$ cat src/rtl/sn_to_bn.sv
// sn_to_bn: counts ones per lane over a frame of LANES stochastic bit-streams and emits 4-bit binary values.
// Define SN2BN_FRAME_CNT_EN to add an 8-bit wrapping count of completed frames on o_frame_cnt.
module sn_to_bn #(
  parameter int LANES   = 4,
  parameter int WIN_LEN = 16
) (
  input  logic                  i_clk_sn2bn,
  input  logic                  i_rst_n_sn2bn,
  input  logic                  i_start_sn2bn,
  input  logic                  i_stop_sn2bn,
  input  logic                  i_sn_valid,
  input  logic [LANES-1:0]      i_sn_bit,
  output logic [LANES-1:0][3:0] o_x_bn,
  output logic                  o_valid,
  output logic                  o_busy
`ifdef SN2BN_FRAME_CNT_EN
  ,
  output logic [7:0]            o_frame_cnt
`endif
);

  localparam logic [1:0] IDLE = 2'd0;
  localparam logic [1:0] ACC  = 2'd1;
  localparam logic [1:0] DONE = 2'd2;

  // Index of the final bit of a full frame, compared against the pre-increment bit count.
  localparam logic [4:0] LAST_IDX = 5'(WIN_LEN - 1);

  logic [1:0]            state_q;
  logic [1:0]            state_d;
  logic [4:0]            bit_cnt_q;
  logic [4:0]            bit_cnt_d;
  logic [LANES-1:0][4:0] lane_cnt_q;
  logic [LANES-1:0][4:0] lane_cnt_d;
  logic [LANES-1:0][3:0] x_bn_d;
  logic                  go;
  logic                  load_x;

  // A simultaneous stop always overrides start.
  assign go = i_start_sn2bn & ~i_stop_sn2bn;

  always_comb begin
    // NOTE: every output of this block gets a default first, so no path can leave one unassigned and infer a latch.
    state_d    = state_q;
    bit_cnt_d  = bit_cnt_q;
    lane_cnt_d = lane_cnt_q;
    load_x     = 1'b0;

    case (state_q)
      IDLE: begin
        if (go) begin
          state_d    = ACC;
          bit_cnt_d  = '0;
          lane_cnt_d = '0;
        end
      end

      ACC: begin
        if (i_stop_sn2bn) begin
          state_d = IDLE;
        end else if (i_start_sn2bn) begin
          bit_cnt_d  = '0;
          lane_cnt_d = '0;
        end else if (i_sn_valid) begin
          bit_cnt_d = bit_cnt_q + 5'd1;
          for (int k = 0; k < LANES; k++) begin
            lane_cnt_d[k] = lane_cnt_q[k] + 5'(i_sn_bit[k]);
          end
          if (bit_cnt_q == LAST_IDX) begin
            state_d = DONE;
            load_x  = 1'b1;
          end
        end else if (bit_cnt_q != '0) begin
          // Stream paused after at least one bit: close the frame early.
          state_d = DONE;
          load_x  = 1'b1;
        end
      end

      DONE: begin
        if (go) begin
          state_d    = ACC;
          bit_cnt_d  = '0;
          lane_cnt_d = '0;
        end else begin
          state_d = IDLE;
        end
      end

      default: state_d = IDLE;
    endcase
  end

  // A full 16-bit frame of ones counts to 16, which saturates to the 4-bit maximum.
  always_comb begin
    for (int k = 0; k < LANES; k++) begin
      x_bn_d[k] = (lane_cnt_d[k] > 5'd15) ? 4'hF : lane_cnt_d[k][3:0];
    end
  end

  // NOTE: sequential state uses non-blocking assignments so every flop samples pre-edge values regardless of statement order.
  always_ff @(posedge i_clk_sn2bn or negedge i_rst_n_sn2bn) begin
    if (!i_rst_n_sn2bn) begin
      state_q    <= IDLE;
      bit_cnt_q  <= '0;
      // NOTE: the lane counters are a handful of flops rather than a RAM, so they take the async reset like all other state.
      lane_cnt_q <= '0;
      o_x_bn     <= '0;
    end else begin
      state_q    <= state_d;
      bit_cnt_q  <= bit_cnt_d;
      lane_cnt_q <= lane_cnt_d;
      if (load_x) begin
        o_x_bn <= x_bn_d;
      end
    end
  end

  assign o_valid = (state_q == DONE);
  assign o_busy  = (state_q == ACC);

`ifdef SN2BN_FRAME_CNT_EN
  always_ff @(posedge i_clk_sn2bn or negedge i_rst_n_sn2bn) begin
    if (!i_rst_n_sn2bn) begin
      o_frame_cnt <= '0;
    end else if (o_valid) begin
      o_frame_cnt <= o_frame_cnt + 8'd1;
    end
  end
`endif

endmodule

$ cat config.mk
export PLATFORM = sky130hd
export DESIGN_NAME = sn_to_bn
export DESIGN_NICKNAME = d
export VERILOG_FILES = /design/src/rtl/sn_to_bn.sv
export SDC_FILE = /design/constraint.sdc
export NUM_CORES = 1
export LEC_CHECK = 0
export ABC_AREA = 1
export BUFFER_PORTS_ARGS = -buffer_cell sky130_fd_sc_hd__buf_2
export CORE_AREA = 2 2 84 86
export CTS_BUF_LIST = sky130_fd_sc_hd__clkbuf_8 sky130_fd_sc_hd__clkbuf_16
export CTS_CLUSTER_DIAMETER = 200
export DETAILED_ROUTE_END_ITERATION = 10
export DIE_AREA = 0 0 86 88
export GPL_TIMING_DRIVEN = 0
export PLACE_DENSITY = 0.59
export SLEW_MARGIN = 20
export SYNTH_ARGS = -nofsm -noshare
export SYNTH_HDL_FRONTEND = slang
export SYNTH_SLANG_ARGS = --single-unit
$ cat constraint.sdc
create_clock -name i_clk_sn2bn -period 5.5 [get_ports i_clk_sn2bn]
set_clock_uncertainty 0.2 [all_clocks]
set_input_delay 0.55 -clock i_clk_sn2bn [delete_from_list [all_inputs] [get_ports i_clk_sn2bn]]
set_output_delay 0.55 -clock i_clk_sn2bn [all_outputs]
set_load 0.005 [all_outputs]
=== Word level (Yosys, flattened, before mapping) ===
Index checks and enable logic that the tools add are counted.

* Add/sub/neg operators: 5
* Magnitude comparators: 4
* Eq/ne operators: 10
* Mux-type cells: 28
* Bitwise logic cells: 2
* Reductions and logical operators: 6

{| class="wikitable"
|+ Operator list
! operator !! number
|-
| 2-to-1 mux 20 bit || 4
|-
| case mux 20 bit (2 select lines) || 1
|-
| adder 5 x 1 -> 5 bit || 4
|-
| > comparator 5 x 4 -> 1 bit (second input constant) || 4
|-
| 2-to-1 mux 5 bit || 4
|-
| 2-to-1 mux 4 bit || 4
|-
| 2-to-1 mux 2 bit || 6
|-
| case mux 5 bit (2 select lines) || 1
|-
| != test 4 x 3 -> 1 bit (second input constant) || 2
|-
| AND reduction 4 bit || 2
|-
| 2-to-1 mux 1 bit || 7
|-
| != test 3 bit (second input constant) || 2
|-
| case mux 2 bit (3 select lines) || 1
|-
| adder 5 x 1 -> 5 bit (second input constant) || 1
|-
| equality test 5 x 4 -> 1 bit (second input constant) || 1
|-
| nonzero test 5 bit || 1
|-
| != test 2 bit (second input constant) || 2
|-
| equality test 2 x 1 -> 1 bit (second input constant) || 1
|-
| equality test 2 bit (second input constant) || 1
|-
| zero test 2 bit || 1
|-
| != test 2 x 1 -> 1 bit (second input constant) || 1
|-
| nonzero test 2 bit || 1
|-
| OR reduction 2 bit || 1
|-
| bitwise AND 1 bit || 1
|-
| NOT 1 bit || 1
|}

* Bits in registers: 43
* Input port bits: 9
* Output and inout bits: 18
* Logic and storage cells: 65

=== Depth between registers and ports, before layout ===
* Depth after elaboration: 7
* Gate-level depth with buffers: 12
* Gate-level depth less buffers: 11

=== Least setup slack after synthesis ===
Ideal clock, no wire load.

* Path type: register to register
* Start point: reg bit_cnt_q[0]
* End point: reg o_x_bn[10] (netlist bit)
* Library setup time: 0.113 ns
* Arrival time: 1.560 ns
* Required time: 5.187 ns
* Setup slack: 3.628 ns
* Stages on the path, launching flop included: 13
* Buffers on the path: 1
* Clock period less this slack: 1.872 ns
* Cells stage by stage: dfrtp_1 -> ha_1 -> inv_1 -> nor3_1 -> ha_1 -> nor2_1 -> nor2_1 -> nand3_4 -> buf_2 -> nor2_1 -> nand3_1 -> nand2_1 -> inv_1

* Word-level cells in the longest chain between the ends: 6
* Elaborated cells between the ends (all ways): 8
* Classes of those cells: eq/ne (1); mux (6); reduce/logical (1)

{| class="wikitable"
|+ RTL lines
! what !! RTL line !! text
|-
| start: declaration || 31 || <nowiki>logic [4:0] bit_cnt_q;</nowiki>
|-
| start signal: assignment || 111 || <nowiki>bit_cnt_q <= bit_cnt_d;</nowiki>
|-
| equality test 5 x 4 -> 1 bit / nonzero test 5 bit (equally long branches) || 69, 73 ||
|-
| 2-to-1 mux 1 bit (on tied branches) || 69, 73 ||
|-
| 2-to-1 mux 1 bit (*) || 64 || <nowiki>end else if (i_sn_valid) begin</nowiki>
|-
| 2-to-1 mux 1 bit (*) || 61 || <nowiki>end else if (i_start_sn2bn) begin</nowiki>
|-
| 2-to-1 mux 1 bit (*) || 59 || <nowiki>if (i_stop_sn2bn) begin</nowiki>
|-
| 2-to-1 mux 1 bit (*) || 49 || <nowiki>case (state_q)</nowiki>
|-
| end signal: assignment || 114 || <nowiki>o_x_bn <= x_bn_d;</nowiki>
|-
| end: declaration || 13 || <nowiki>output logic [LANES-1:0][3:0] o_x_bn,</nowiki>
|}

Mark *: on every way between the ends. The rest lies on a longest branch, timed or not.
A chain may end at the register's enable or synchronous reset.

=== Worst setup path after layout ===
* Start point: reg bit_cnt_q[1]
* End point: reg o_x_bn[3] (netlist bit)

Same word-level chain as after synthesis.

==> impl_metrics.env <==
export IMPL_die_width_um=86
export IMPL_die_area_mm2=0.00757
export IMPL_initial_core_util_pct=39.2
export IMPL_clk_pin_slew_ns=0.08
export IMPL_yosysWarnings=0
export IMPL_cp_top_family="simple AND/OR/NAND/NOR gates"
export IMPL_critPathMaxFanout=10
export IMPL_grt_overflow=0
export IMPL_routed_wl_um=5860
export IMPL_io_buffers=25
export IMPL_cts_tree="built"
export IMPL_crit_chain="ha_1 -> inv_1 -> nor3_1 -> ha_1 -> nor2_1 -> nor2_1 -> nand3_4 -> inv_2 -> buf_6 -> nand3_1 -> nor2_1 -> nor2_1"
export IMPL_ys_ff_latch=43
export IMPL_diodes=0
export IMPL_netlist_area_leader_share_pct=41.4
export IMPL_relSlewSlack_pct=62.3
export IMPL_synthDistinctLibCells=27
export IMPL_worstMarginPinSlew_ns=0.565
export IMPL_fin_nets=388
export IMPL_grtUsageTotal_pct=16.9
export IMPL_cp_arrival_ns=2.22
export IMPL_synth_edf_count=0
export IMPL_insertion_delay_ns=0.29
export IMPL_wl_per_cell_um=13.1
export IMPL_slowest_stage="dfrtp_1"
export IMPL_avgSynthCellArea_um2=7.74
export IMPL_p_leak_nw=1.55
export IMPL_power_per_cell_area_mw_per_mm2=293
export IMPL_numClockSinks=43
export IMPL_first_iter_violations=151
export IMPL_synth_area_top_cells="dfrtp_1 41%, nand3_1 11%, nand2_1 11%, inv_1 5.8%, nor2_1 5.5%"
export IMPL_fmax_ghz=0.447
export IMPL_reg2reg_depth=12
export IMPL_synthCells=336
export IMPL_rows=30
export IMPL_routabilityCongestion=0.789
export IMPL_drc=0
export IMPL_final_layout_size_suffix_gt1_share_pct=17.4
export IMPL_first_global_vias=2110
export IMPL_synthMostInstantiatedCell="nand2_1"
export IMPL_cp_required_ns=5.48
export IMPL_antenna_found_initial=0
export IMPL_min_period_over_period_pct=40.6
export IMPL_ant_nets=0
export IMPL_period_needed_ns=2.23
export IMPL_finalSetupViolations=0
export IMPL_postCtsResizedCells=0
export IMPL_place_hpwl_um=4210
export IMPL_cpPeakStageDelay_ns=0.39
export IMPL_startpoint="bit_cnt_q[1]"
export IMPL_reg2reg_to="o_x_bn[3]"
export IMPL_cp_start_kind="register"
export IMPL_netlist_area_mm2=0.00260
export IMPL_drt_pass1_iter_count=4
export IMPL_end_kind="register"
export IMPL_ys_top_cells_by_count="78 x nand2_1, 59 x nand3_1, 43 x dfrtp_1"
export IMPL_ctsLongestPathBuffers=2
export IMPL_ir_drop_mv=0.136
export IMPL_crit_type="reg -> reg"
export IMPL_tns_ns=0
export IMPL_viasPerCell=4.92
export IMPL_synth_ff_type="dfrtp_1"
export IMPL_ys_seq_area_share_pct=41.4
export IMPL_dp_cells=441
export IMPL_areaGrowthSynthToFinish_pct=11.5
export IMPL_critical_path_buf_inv_count=3
export IMPL_io_pins=27
export IMPL_ctsHtreeMaxLevel=2
export IMPL_syn_nets=356
export IMPL_reg2reg_slack_ns=3.27
export IMPL_via_count=2201
export IMPL_hold_buffers=0
export IMPL_finalMaxSlewViolations=0
export IMPL_run_status="complete, no violations"
export IMPL_maxCapViolations=0
export IMPL_cp_common_cell="nor2_1"
export IMPL_final_hold_violation_count=0
export IMPL_hp_class="in -> async"
export IMPL_grt_max_degree=44
export IMPL_cts_buffers=5
export IMPL_clk_root_buffer_cell="clkbuf_8"
export IMPL_yosysTopAreaCell="dfrtp_1"
export IMPL_cts_setup_buffers=0
export IMPL_timing_rr_start="bit_cnt_q[1]"
export IMPL_async_flop_share_pct=100
export IMPL_dieHeight_um=88
export IMPL_core_area_mm2=0.00664
export IMPL_rsz0062_at_grt="false"
export IMPL_grt_pass1_wl_um=9990
export IMPL_stdcell_count=447
==> worst reg2reg max path, cell delays in order (launching register included) <==
cell	delay (ns)
dfrtp_1	0.39
ha_1	0.18
inv_1	0.05
nor3_1	0.20
ha_1	0.19
nor2_1	0.04
nor2_1	0.20
nand3_4	0.12
inv_2	0.11
buf_6	0.16
nand3_1	0.10
nor2_1	0.13
nor2_1	0.05
==> through the flow <==
stage	setup WS [ns]	utilization, %	area [µm²]	hold WS (ns)	total power (W)
CTS	3.23	43.6	2900	0.260	0.000866
finish	3.27	43.7	2900	0.0505	0.000852
global placement	3.28	42.5	2830	0.328	0.000670
detailed placement	3.26	42.5	2830	0.332	0.000676
global route	3.07	43.7	2900	0.0892	0.000912
floorplan	3.63	-	2600	0.0544	0.000573
==> layout make-up <==
class                      count  area, µm²
clock buffer                   5       68.8
inverter                      45        176
clock inverter                 1       3.75
timing repair buffer          25        128
sequential                    43       1080
fill                         688       3740
buffer                         9       93.8
tap                           80        100
multi-input combinational    239       1250
==> metal layers <==
metal | share of wire (%) | up-vias | track usage (%)
met3 | 3.9 | 2 | 3.77
li1 | - | 1131 | -
met5 | 0 | - | 0
met2 | 48 | 33 | 27.9
met1 | 47 | 1035 | 22.2
met4 | 0.56 | 0 | 5.05
==> cell usage in the layout, fill, tap and decap left out, drive strengths merged <==
master / n
and3: 1
nor3: 1
o22ai: 1
nand3: 68
dfrtp: 43
ha: 11
buf: 32
or2: 16
nor2: 41
nand2: 83
a21oi: 3
clkbuf: 7
inv: 46
nand4: 4
o21ai: 7
o21bai: 3
==> where the power goes <==
group,switching [W],internal (W),total [W]
logic,0.000128,0.000119,0.000247
clock network,0.000104,0.0000830,0.000187
registers,0.0000338,0.000384,0.000418
total,0.000266,0.000586,0.000852
==> logic make-up (layout without fill, tap and decap cells) <==
kind of cell / count (synthesis) / in the layout / synth area share [%]
and+or+nand+nor: 214 / 214 / 39.8
buffers and inverters: 54 / 85 / 10.4
DFF: 43 / 43 / 41.4
AOI/OAI and AO/OA: 14 / 14 / 3.17
adders and majority gates: 11 / 11 / 5.29
==> registers in the layout (all words and copies together), names as in the netlist <==
signal      flops
state_q         2
o_x_bn         16
lane_cnt_q     20
bit_cnt_q       5
==> worst max-delay path by stage <==
| stage | to | depth (start not counted) | slack [ns] |
|---|---|---|---|
| finish | o_x_bn[3] | 12 | 3.27 |
| global route | o_x_bn[4] | 12 | 3.07 |
| CTS | o_x_bn[3] | 12 | 3.23 |
| detailed placement | o_x_bn[3] | 12 | 3.26 |
| global placement | o_x_bn[3] | 12 | 3.28 |
| floorplan | o_x_bn[10] | 12 | 3.63 |
No activity file was read; power rests on OpenSTA's default activity.
